===== config.mk =====
export PLATFORM = sky130hd
export DESIGN_NAME = mem_port_scheduler
export DESIGN_NICKNAME = d
export VERILOG_FILES = /design/src/rtl/mem_sched_pkg.sv /design/src/rtl/mem_sched_region.sv /design/src/rtl/mem_port_scheduler.sv
export SDC_FILE = /design/constraint.sdc
export NUM_CORES = 1
export LEC_CHECK = 0
export CAP_MARGIN = 20
export CELL_PAD_IN_SITES_DETAIL_PLACEMENT = 1
export CELL_PAD_IN_SITES_GLOBAL_PLACEMENT = 1
export CORE_ASPECT_RATIO = 0.5
export CORE_MARGIN = 10
export CORE_UTILIZATION = 36
export DETAILED_ROUTE_END_ITERATION = 8
export GPL_ROUTABILITY_DRIVEN = 1
export PLACE_DENSITY_LB_ADDON = 0.1
export REMOVE_ABC_BUFFERS = 1
export SYNTH_ARGS = -nofsm -noshare
export SYNTH_HDL_FRONTEND = slang
export SYNTH_SLANG_ARGS = --single-unit
export TNS_END_PERCENT = 5

===== constraint.sdc =====
create_clock -name clk -period 6 [get_ports clk]
set_input_delay 0.9 -clock clk [delete_from_list [all_inputs] [get_ports clk]]
set_output_delay 0.9 -clock clk [all_outputs]
set_load 0.01 [all_outputs]

===== src/rtl/mem_sched_pkg.sv =====
// Shared definitions for the cellram port scheduler.
//   - DIR_READ / DIR_WRITE : grant direction encoding (1 = FIFO->RAM write).
//   - state_t              : scheduler FSM states (SCAN, GRANT, BUSY).
//   - slot_dir / slot_port : map a round-robin slot index to direction/port.
//   - min3                 : burst length clamp helper.
//   - DEF_MAX_BURST / DEF_REGION_AW : default burst cap and ring size.
package mem_sched_pkg;

   localparam logic DIR_READ  = 1'b0;
   localparam logic DIR_WRITE = 1'b1;

   localparam int DEF_MAX_BURST = 64;
   localparam int DEF_REGION_AW = 20;

   typedef enum logic [1:0] {SCAN, GRANT, BUSY} state_t;

   // Slots 0..N-1 are writes to ports 0..N-1, slots N..2N-1 are reads.
   function automatic logic slot_dir(input int slot, input int num_ports);
      return (slot < num_ports) ? DIR_WRITE : DIR_READ;
   endfunction

   function automatic int slot_port(input int slot, input int num_ports);
      return (slot < num_ports) ? slot : slot - num_ports;
   endfunction

   function automatic int unsigned min3(input int unsigned a, input int unsigned b,
                                        input int unsigned c);
      int unsigned m;
      m = a;
      if (b < m) m = b;
      if (c < m) m = c;
      return m;
   endfunction

endpackage


===== src/rtl/mem_sched_region.sv =====
// Ring-buffer bookkeeping for one channel index.
// Holds wr_ptr, rd_ptr, fill and a pending-flush flag, and computes the
// candidate burst length for the write and read slots of this port.
// Ports:
//   clk, reset              : clock, synchronous active-high reset
//   wr_level, rd_space      : write-FIFO bytes readable / read-FIFO bytes free
//   flush                   : ring clear request (1-cycle pulse)
//   owned                   : this port holds the current grant (GRANT/BUSY)
//   update, update_dir/len  : completion of the owned burst
//   wr_ptr, rd_ptr, fill    : ring state
//   wr_len, rd_len          : candidate burst lengths (0 = not eligible)
module mem_sched_region
   import mem_sched_pkg::*;
#(
   parameter int FIFO_AW   = 11,
   parameter int REGION_AW = DEF_REGION_AW,
   parameter int MAX_BURST = DEF_MAX_BURST,
   parameter int LEN_W     = $clog2(MAX_BURST) + 1
) (
   input  logic                 clk,
   input  logic                 reset,
   input  logic [FIFO_AW-1:0]   wr_level,
   input  logic [FIFO_AW-1:0]   rd_space,
   input  logic                 flush,
   input  logic                 owned,
   input  logic                 update,
   input  logic                 update_dir,
   input  logic [LEN_W-1:0]     update_len,
   output logic [REGION_AW-1:0] wr_ptr,
   output logic [REGION_AW-1:0] rd_ptr,
   output logic [REGION_AW:0]   fill,
   output logic [LEN_W-1:0]     wr_len,
   output logic [LEN_W-1:0]     rd_len
);

   localparam int unsigned RING = 2 ** REGION_AW;

   logic        pending;
   int unsigned wr_room;
   int unsigned wr_words;
   int unsigned rd_words;

   // FIFO counts are in bytes; an odd trailing byte is left for later.
   always_comb begin
      wr_room  = RING - 32'(fill);
      wr_words = 32'(wr_level >> 1);
      rd_words = 32'(rd_space >> 1);
      wr_len   = LEN_W'(min3(wr_words, MAX_BURST, wr_room));
      rd_len   = LEN_W'(min3(32'(fill), rd_words, MAX_BURST));
   end

   always_ff @(posedge clk) begin
      if (reset) begin
         wr_ptr  <= '0;
         rd_ptr  <= '0;
         fill    <= '0;
         pending <= 1'b0;
      end else if (update) begin
         // A flush seen during the burst overrides the completion update.
         if (pending || flush) begin
            wr_ptr  <= '0;
            rd_ptr  <= '0;
            fill    <= '0;
            pending <= 1'b0;
         end else if (update_dir == DIR_WRITE) begin
            wr_ptr <= wr_ptr + REGION_AW'(update_len);
            fill   <= fill + (REGION_AW + 1)'(update_len);
         end else begin
            rd_ptr <= rd_ptr + REGION_AW'(update_len);
            fill   <= fill - (REGION_AW + 1)'(update_len);
         end
      end else if (flush) begin
         if (owned) begin
            pending <= 1'b1;
         end else begin
            wr_ptr <= '0;
            rd_ptr <= '0;
            fill   <= '0;
         end
      end
   end

endmodule


===== src/rtl/mem_port_scheduler.sv =====
// Round-robin scheduler for the shared 16-bit cellram.
// Visits 2*NUM_PORTS slots (writes first, then reads), sizes each burst from
// FIFO occupancy and ring fill, offers a grant to the transfer engine and
// advances the ring pointers on completion.
// Optional feature: define MEM_PORT_SCHED_STATS_EN to build per-slot
// saturating 32-bit granted-word counters; otherwise stat_words is 0.
// Ports:
//   clk, reset       : memory clock, synchronous active-high reset
//   wr_level         : per-port bytes readable in write-side FIFOs
//   rd_space         : per-port bytes free in read-side FIFOs
//   flush            : per-port ring clear pulse
//   grant_*          : grant handshake (dir 1 = write RAM) and burst fields
//   done             : engine finished the accepted burst
//   fill             : words stored per ring
//   stat_words       : per-slot granted-word counters
module mem_port_scheduler
   import mem_sched_pkg::*;
#(
   parameter int NUM_PORTS = 4,
   parameter int FIFO_AW   = 11,
   parameter int MEM_AW    = 23,
   parameter int REGION_AW = DEF_REGION_AW,
   parameter int MAX_BURST = DEF_MAX_BURST
) (
   input  logic                                  clk,
   input  logic                                  reset,
   input  logic [NUM_PORTS*FIFO_AW-1:0]          wr_level,
   input  logic [NUM_PORTS*FIFO_AW-1:0]          rd_space,
   input  logic [NUM_PORTS-1:0]                  flush,
   output logic                                  grant_valid,
   input  logic                                  grant_ready,
   output logic                                  grant_dir,
   output logic [$clog2(NUM_PORTS)-1:0]          grant_port,
   output logic [MEM_AW-1:0]                     grant_addr,
   output logic [$clog2(MAX_BURST):0]            grant_len,
   input  logic                                  done,
   output logic [NUM_PORTS*(REGION_AW+1)-1:0]    fill,
   output logic [2*NUM_PORTS*32-1:0]             stat_words
);

   localparam int PORT_W = $clog2(NUM_PORTS);
   localparam int SLOT_W = $clog2(2 * NUM_PORTS);
   localparam int LEN_W  = $clog2(MAX_BURST) + 1;

   state_t                state;
   logic [SLOT_W-1:0]     rr_ptr;
   logic [LEN_W-1:0]      wr_len [NUM_PORTS];
   logic [LEN_W-1:0]      rd_len [NUM_PORTS];
   logic [REGION_AW-1:0]  wr_ptr [NUM_PORTS];
   logic [REGION_AW-1:0]  rd_ptr [NUM_PORTS];
   logic [NUM_PORTS-1:0]  owned;
   logic                  update;
   logic                  scan_dir;
   logic [PORT_W-1:0]     scan_port;
   logic [LEN_W-1:0]      scan_len;
   logic [REGION_AW-1:0]  scan_ptr;

   function automatic logic [SLOT_W-1:0] next_slot(input logic [SLOT_W-1:0] s);
      return (s == SLOT_W'(2 * NUM_PORTS - 1)) ? '0 : s + 1'b1;
   endfunction

   assign update = (state == BUSY) && done;

   for (genvar p = 0; p < NUM_PORTS; p++) begin : g_region
      assign owned[p] = (state != SCAN) && (grant_port == PORT_W'(p));

      mem_sched_region #(
         .FIFO_AW   (FIFO_AW),
         .REGION_AW (REGION_AW),
         .MAX_BURST (MAX_BURST),
         .LEN_W     (LEN_W)
      ) u_region (
         .clk        (clk),
         .reset      (reset),
         .wr_level   (wr_level[p*FIFO_AW +: FIFO_AW]),
         .rd_space   (rd_space[p*FIFO_AW +: FIFO_AW]),
         .flush      (flush[p]),
         .owned      (owned[p]),
         .update     (update && owned[p]),
         .update_dir (grant_dir),
         .update_len (grant_len),
         .wr_ptr     (wr_ptr[p]),
         .rd_ptr     (rd_ptr[p]),
         .fill       (fill[p*(REGION_AW+1) +: REGION_AW+1]),
         .wr_len     (wr_len[p]),
         .rd_len     (rd_len[p])
      );
   end

   // A flush landing on the scanned port wins: that slot is ineligible.
   always_comb begin
      scan_dir  = slot_dir(int'(rr_ptr), NUM_PORTS);
      scan_port = PORT_W'(slot_port(int'(rr_ptr), NUM_PORTS));
      if (scan_dir == DIR_WRITE) begin
         scan_len = wr_len[scan_port];
         scan_ptr = wr_ptr[scan_port];
      end else begin
         scan_len = rd_len[scan_port];
         scan_ptr = rd_ptr[scan_port];
      end
      if (flush[scan_port]) scan_len = '0;
   end

   // rr_ptr stays on the granted slot through GRANT/BUSY, so the resume
   // point after done is simply its successor.
   always_ff @(posedge clk) begin
      if (reset) begin
         state       <= SCAN;
         rr_ptr      <= '0;
         grant_valid <= 1'b0;
         grant_dir   <= DIR_READ;
         grant_port  <= '0;
         grant_addr  <= '0;
         grant_len   <= '0;
      end else begin
         case (state)
            SCAN: begin
               if (scan_len != '0) begin
                  state       <= GRANT;
                  grant_valid <= 1'b1;
                  grant_dir   <= scan_dir;
                  grant_port  <= scan_port;
                  grant_addr  <= (MEM_AW'(scan_port) << REGION_AW) | MEM_AW'(scan_ptr);
                  grant_len   <= scan_len;
               end else begin
                  rr_ptr <= next_slot(rr_ptr);
               end
            end
            GRANT: begin
               if (grant_ready) begin
                  grant_valid <= 1'b0;
                  state       <= BUSY;
               end
            end
            BUSY: begin
               if (done) begin
                  state  <= SCAN;
                  rr_ptr <= next_slot(rr_ptr);
               end
            end
            default: state <= SCAN;
         endcase
      end
   end

`ifdef MEM_PORT_SCHED_STATS_EN
   logic [31:0] stat_cnt [2*NUM_PORTS];
   logic [32:0] stat_sum;

   assign stat_sum = {1'b0, stat_cnt[rr_ptr]} + 33'(grant_len);

   always_ff @(posedge clk) begin
      if (reset) begin
         for (int s = 0; s < 2 * NUM_PORTS; s++) stat_cnt[s] <= '0;
      end else if (state == GRANT && grant_ready) begin
         stat_cnt[rr_ptr] <= stat_sum[32] ? '1 : stat_sum[31:0];
      end
   end

   for (genvar s = 0; s < 2 * NUM_PORTS; s++) begin : g_stat
      assign stat_words[s*32 +: 32] = stat_cnt[s];
   end
`else
   assign stat_words = '0;
`endif

endmodule


-- Yosys cells after proc, flatten, opt, wreduce, memory -nomap -nowiden
Index checks and enable logic that the tools add are counted.
- add/sub/neg operators: 22
- $lt $le $gt $ge: 19
- eq/ne operators: 26
- mux-type cells: 114
- bitwise gates (word level): 2
- reductions and logical operators: 47
- operators with widths (kind ; count):
    2-to-1 mux 20 bit ; 37
    2-to-1 mux 21 bit ; 24
    adder 20 x 7 -> 20 bit ; 8
    less-than comparator 32 x 10 -> 1 bit ; 4
    2-to-1 mux 7 bit ; 14
    subtractor 21 x 21 -> 22 bit, first input constant ; 4
    adder 21 x 7 -> 21 bit ; 4
    less-than comparator 10 x 21 -> 1 bit ; 4
    less-than comparator 7 x 21 -> 1 bit, first input constant ; 4
    subtractor 21 x 7 -> 21 bit ; 4
    binary-select mux 20 bit (select 2 bit) ; 2
    AND reduction 3 bit ; 15
    less-than comparator 7 x 10 -> 1 bit, first input constant ; 4
    2-to-1 mux 10 bit ; 4
    binary-select mux 7 bit (select 2 bit) ; 2
    inequality test 2 bit, second input constant ; 12
    inequality test 3 bit, second input constant ; 8
    OR 22 x 20 -> 22 bit ; 1
    nonzero test 2 bit ; 11
    2-to-1 mux 1 bit ; 20
    AND reduction 2 bit ; 5
    logical AND 1 bit ; 9
    2-to-1 mux 3 bit ; 3
    2-to-1 mux 2 bit ; 4
    16 further kinds ; 23
- register bits after elaboration: 287
- input bits: 96
- output and inout port bits: 374
- logic and storage cells: 253

-- Longest topological paths before layout
- depth after elaboration: 12
- mapped depth: 21
- mapped depth without buffers: 19

-- Hierarchy
A second synthesis with hierarchy kept.
- cells, all modules: 3147
- area total of the unflattened synthesis: 26016.2 sq um
- by module, submodules not included (module ; times used ; cells each ; area each (sq um)):
    mem_sched_region (g_region[0].u_region ...) ; 2 ; 658 ; 5256.3
    mem_sched_region (g_region[1].u_region) ; 1 ; 660 ; 5218.8
    mem_sched_region (g_region[3].u_region) ; 1 ; 648 ; 5158.7
    mem_port_scheduler ; 1 ; 523 ; 5126.2

-- Worst setup path before layout
Ideal clock, no wire load.
- path type: input -> register
- from: input port wr_level[36]
- to: register rr_ptr[0]
- setup time: 0.121 ns
- arrival: 5.836 ns
- data required time: 5.879 ns
- setup slack: 0.042 ns
- stages: 17
- cell sequence: nor4_1 -> nand2_1 -> a2111oi_0 -> nand2_1 -> ha_1 -> or4b_1 -> o221ai_1 -> nand3b_1 -> a41o_1 -> a2111oi_4 -> mux2i_1 -> a211oi_2 -> nor4_1 -> or3_1 -> or3_4 -> o21a_4 -> mux2_4
- word-level cells in the longest chain between the ends: 12
- ends and longest elaborated chain (what ; RTL line ; source):
    from (decl) ; mem_port_scheduler.sv:27 ; input logic [NUM_PORTS*FIFO_AW-1:0] wr_level,
    less-than comparator 7 x 10 -> 1 bit ; mem_sched_pkg.sv:30 ; if (b < m) m = b;
    2-to-1 mux 10 bit (*) ; mem_sched_pkg.sv:30 ;
    less-than comparator 32 x 10 -> 1 bit ; mem_sched_pkg.sv:31 ; if (c < m) m = c;
    2-to-1 mux 7 bit (*) ; mem_sched_pkg.sv:31 ;
    binary-select mux 7 bit (select 2 bit) (*) ; mem_port_scheduler.sv:95 ; scan_len = wr_len[scan_port];
    2-to-1 mux 7 bit (not written as such) (*) (2 in series) ; mem_port_scheduler.sv:95 ;
    2-to-1 mux 7 bit (*) ; mem_port_scheduler.sv:94 ; if (scan_dir == DIR_WRITE) begin
    2-to-1 mux 7 bit (*) ; mem_port_scheduler.sv:101 ; if (flush[scan_port]) scan_len = '0;
    nonzero test 7 bit (*) ; mem_port_scheduler.sv:118 ; if (scan_len != '0) begin
    inequality test 2 bit (no line) (*) ; n/a ;
    AND reduction 3 bit (no line) (*) ; n/a ;
    to (signal assigned) ; mem_port_scheduler.sv:126 ; rr_ptr <= next_slot(rr_ptr);
    to (signal assigned) ; mem_port_scheduler.sv:138 ; rr_ptr <= next_slot(rr_ptr);
    to (decl) ; mem_port_scheduler.sv:46 ; logic [SLOT_W-1:0] rr_ptr;
Mark *: on every way between the ends. The rest lies on a longest branch, timed or not. The select of a mux whose other input is x is not followed.
A chain may end at the register's enable or synchronous reset.

-- Worst setup path after layout
- from: input port wr_level[4]
- to: register grant_addr[17]
- word-level cells in the longest chain between the ends: 11
- ends and longest elaborated chain (what ; RTL line ; source):
    less-than comparator 7 x 10 -> 1 bit ; mem_sched_pkg.sv:30 ;
    2-to-1 mux 10 bit (*) ; mem_sched_pkg.sv:30 ;
    less-than comparator 32 x 10 -> 1 bit ; mem_sched_pkg.sv:31 ;
    2-to-1 mux 7 bit (*) ; mem_sched_pkg.sv:31 ;
    binary-select mux 7 bit (select 2 bit) (*) ; mem_port_scheduler.sv:95 ;
    2-to-1 mux 7 bit (not written as such) (*) (2 in series) ; mem_port_scheduler.sv:95 ;
    2-to-1 mux 7 bit (*) ; mem_port_scheduler.sv:94 ;
    2-to-1 mux 7 bit (*) ; mem_port_scheduler.sv:101 ;
    nonzero test 7 bit (*) ; mem_port_scheduler.sv:118 ;
    AND reduction 2 bit (no line) (*) ; n/a ;
    to (signal assigned) ; mem_port_scheduler.sv:123 ; grant_addr <= (MEM_AW'(scan_port) << REGION_AW) | MEM_AW'(scan_ptr);
    to (decl) ; mem_port_scheduler.sv:34 ; output logic [MEM_AW-1:0] grant_addr,
Marks and branches as above.

==> impl_results.md <==
- Status: finished clean
- Worst-Margin Slew: just over 0.9 ns
- First-pass detailed-route iteration total: 5
- Peak supply drop: around 220 uV
- H-tree depth: 2
- Max Slew Vio Count: 0
- # setup viols final: 0
- Dpl cell area: around 27000 um2
- Syn-to-layout area delta: 15.86%
- Min Tclk post-route: between 5 and 6 ns
- Synth warn: 0
- Startpoint types: input pin
- Critical path buffers and inverters: 6
- Final Util: about 42%
- Vias in the first global route: roughly 23000
- CP delay by family, top: compound AO/OA/AOI/OAI gates
- Drt total wl: 90500 um
- IO Pins: 470
- GPL Wtd Cong: 0.8960
- Post-synthesis register bit count: ~280
- CP max-delay cell: nor4bb_1
- WHS: between 0.4 and 0.5 ns
- Fraction of layout cells with a size suffix above 1: around 8.3%
- Critical Setup Path Class: input pin to register
- Relative slew slack: 37.37%
- Starting DRT DRC Count: 1179
- Most used flip-flop cell after synthesis: dfxtp_1
- Nets: around 3600
- Arr. time, crit path: between 6 and 7 ns
- Overflow after GRT: 0
- Synth cell types: 90
- PwrDens: 288.4 nW/um2
- Post-DRT Antenna Nets: 0
- Die width: 386.9 um
- FFs w/ async S/R, synth: 0%
- CTS tree: built
- Core ar.: between 60000 and 70000 um2
- Max-cap viol count: 0
- CP dominant cell by count: buf_4
- Number of synthesized flops with an enable pin: 0
- Dpl hpwl: roughly 70000 um
- Min-delay src: g_region[0].u_region.wr_ptr[2]
- Gate count after technology mapping: 2987
- CP startpoint: wr_level[4]
- Post-Syn Area: between 20000 and 25000 um2
- P_leak: between 10 and 15 nW
- Reg2reg end: rr_ptr[0]
- First-pass GRT wire length: 140700 um
- Initial Utilization: 36.27%
- Clock root buffer master: clkbuf_16
- Worst-path clk slew: about 0.060 ns
- Placed insts: roughly 4100
- TritonCTS Sinks: approximately 280
- I/O Buffers: a little over 200
- Register area share after synthesis: 23.46%
- Clk_lat worst skew: around 0.56 ns
- Fillers: 8121
- Flop2flop setup slack: 0.60 ns
- Critical path's largest stage delay: around 0.46 ns
- CP Capture Type: register
- Worst Skew: roughly 0.022 ns
- Crit Path Max Fanout: 24
- Layout Cells excl Fill: 4154
- DRC Markers: 0
- Vias per Instance: around 5.4
- Die footprint: 78710 um2
- Die Ht: between 200 and 250 um
- Largest net degree at the start of global routing: 77
- Total CTS buffers: 34
- DR WL/cell: 21.79 um
- CTS max path bufs: 3
- CTS Hold Buffers Added: 0
- Rows: 67
- Syn avg cell area: 8.112 um2
- Fmax: 0.1791 GHz
- Postcts setup bufs: 0
- DR vias: 22460
- Hold path endpoint: g_region[0].u_region.wr_ptr[2]
- Hold crit path type: register to register
- Post-route design area: 28070 um2
- WP data required: 6.45 ns
- Hold path cells: 2
- Worst r2r src: g_region[2].u_region.fill[1]
- Crit path cell chain: clkdlybuf4s50_1, nor4_1, nand2_1, a2111oi_1, buf_4, and2_1, inv_1, ha_1, a21o_1, a211oi_1, o221ai_1, nor4_4, buf_4, mux2i_1, buf_4, o22ai_1, nor4bb_1, or3_1, o31a_2, buf_12, nor2_1, a211oi_1
- Global-route usage over all layers: about 22%
- FF-to-FF path depth: 19
- Unrepaired setup endpoints after global routing: no
- Final period util: around 93%
- Initial antenna violation count: 1
- Hold violation count in the final report: 0
synth_stat cells, drive strengths merged (41+ instances only):
master | instances | share of area (%)
ha | 216 | 11
nor2 | 403 | 6.2
o21ai | 100 | 2.1
nand3 | 72 | 1.5
a22oi | 111 | 3.4
clkbuf | 92 | 1.4
xor2 | 81 | 2.9
and3 | 43 | 1.1
buf | 273 | 8.4
nand2 | 190 | 2.9
nor4 | 46 | 1.3
inv | 116 | 1.8
mux4 | 41 | 3.8
a21o | 63 | 2.0
dfxtp | 284 | 23
mux2i | 57 | 2.4
nor3 | 74 | 1.6
a21oi | 170 | 3.5
xnor2 | 125 | 4.5
where the power goes:
| group | internal (mW) | switching (mW) |
|---|---|---|
| Sequential | 1.96 | 0.116 |
| Combinational | 1.44 | 2.36 |
| Clock | 1.29 | 0.930 |
layout make-up:
cell class                      count  area [um2]  area share, %
Multi-Input combinational cell   2487       16810          59.89
Sequential cell                   284        5690          20.27
Timing Repair Buffer              309        2869          10.22
Tap cell                          897        1122          3.998
Clock buffer                       47       949.7          3.383
Inverter                          118       442.9          1.578
Clock inverter                     11       183.9         0.6551
Antenna cell                        1       2.502       0.008913
cell families after synthesis:
group	synth area share [%]
muxes	6.785
xor gates and xnor gates	7.446
AOI/OAI and AO/OA	18.65
adders and majority gates	12.14
DFF	23.46
other	0.03099
buffers and inverters	11.61
and+or+nand+nor	19.86
cells in the final DEF, fill, tap and decap left out, types with 111 or more instances in the layout:
master and count:
a21oi_1 164, ha_1 216, xnor2_1 125, clkdlybuf4s50_1 203, nor2_1 403, conb_1 269, inv_1 115, nand2_1 190
a22oi_1 111, dfxtp_1 282
registers in the layout, summed over array words and instances, names as in the netlist:
name                       count
g_region.u_region.pending      4
g_region.u_region.fill        84
grant_addr                    20
g_region.u_region.wr_ptr      80
grant_dir                      1
grant_valid                    1
grant_port                     2
state                          2
g_region.u_region.rd_ptr      80
grant_len                      7
rr_ptr                         3
worst max-delay path by stage:
stage / to / slack, ns / cells after the start
global placement: rr_ptr[0] / 0.01 / 20
CTS: grant_addr[17] / 0.50 / 22
floorplan: grant_port[0] / -0.80 / 17
detailed placement: rr_ptr[0] / -0.05 / 20
global route: grant_addr[18] / 0.02 / 21
finish: grant_addr[17] / 0.42 / 22
per-stage QoR:
stage	total power, mW	worst slack [ns]	TNS, ns
final	8.097	0.4177	0
after global routing	8.603	0.01843	0
after CTS	8.143	0.5026	0
after detailed placement	5.880	-0.04974	-0.4824
after global placement	5.810	0.01417	0
after floorplan	4.372	-0.7982	-22.76
layer usage:
layer / global-route usage [%] / up-vias / part of all wire [%]
met5: 0 / - / 0
met4: 4.296 / 0 / 1.8
li1: - / 10740 / -
met2: 39.54 / 473 / 49
met1: 28.07 / 11150 / 45
met3: 3.669 / 102 / 4.8
timing repair:
| action | in CTS | in global routing |
|---|---|---|
| resized for setup | 0 | 1 |
| setup endpoints to repair | 0 | 1 |
| hold endpoints to repair | 0 | 0 |
worst register-to-register path, stage by stage, from the launching register on:
cell,delay [ns]
dfxtp_1,0.42
inv_1,0.22
ha_1,0.25
or3b_1,0.42
nor3_1,0.20
xnor2_1,0.22
inv_1,0.09
ha_1,0.31
a211oi_1,0.20
o21ai_0,0.14
a21oi_1,0.14
o2111ai_1,0.30
nor3_4,0.31
mux2_2,0.39
a211oi_1,0.34
a311oi_2,0.10
or3_1,0.39
or3_4,0.36
o21a_4,0.21
mux2_4,0.29
No activity file was read; power rests on OpenSTA's default activity.
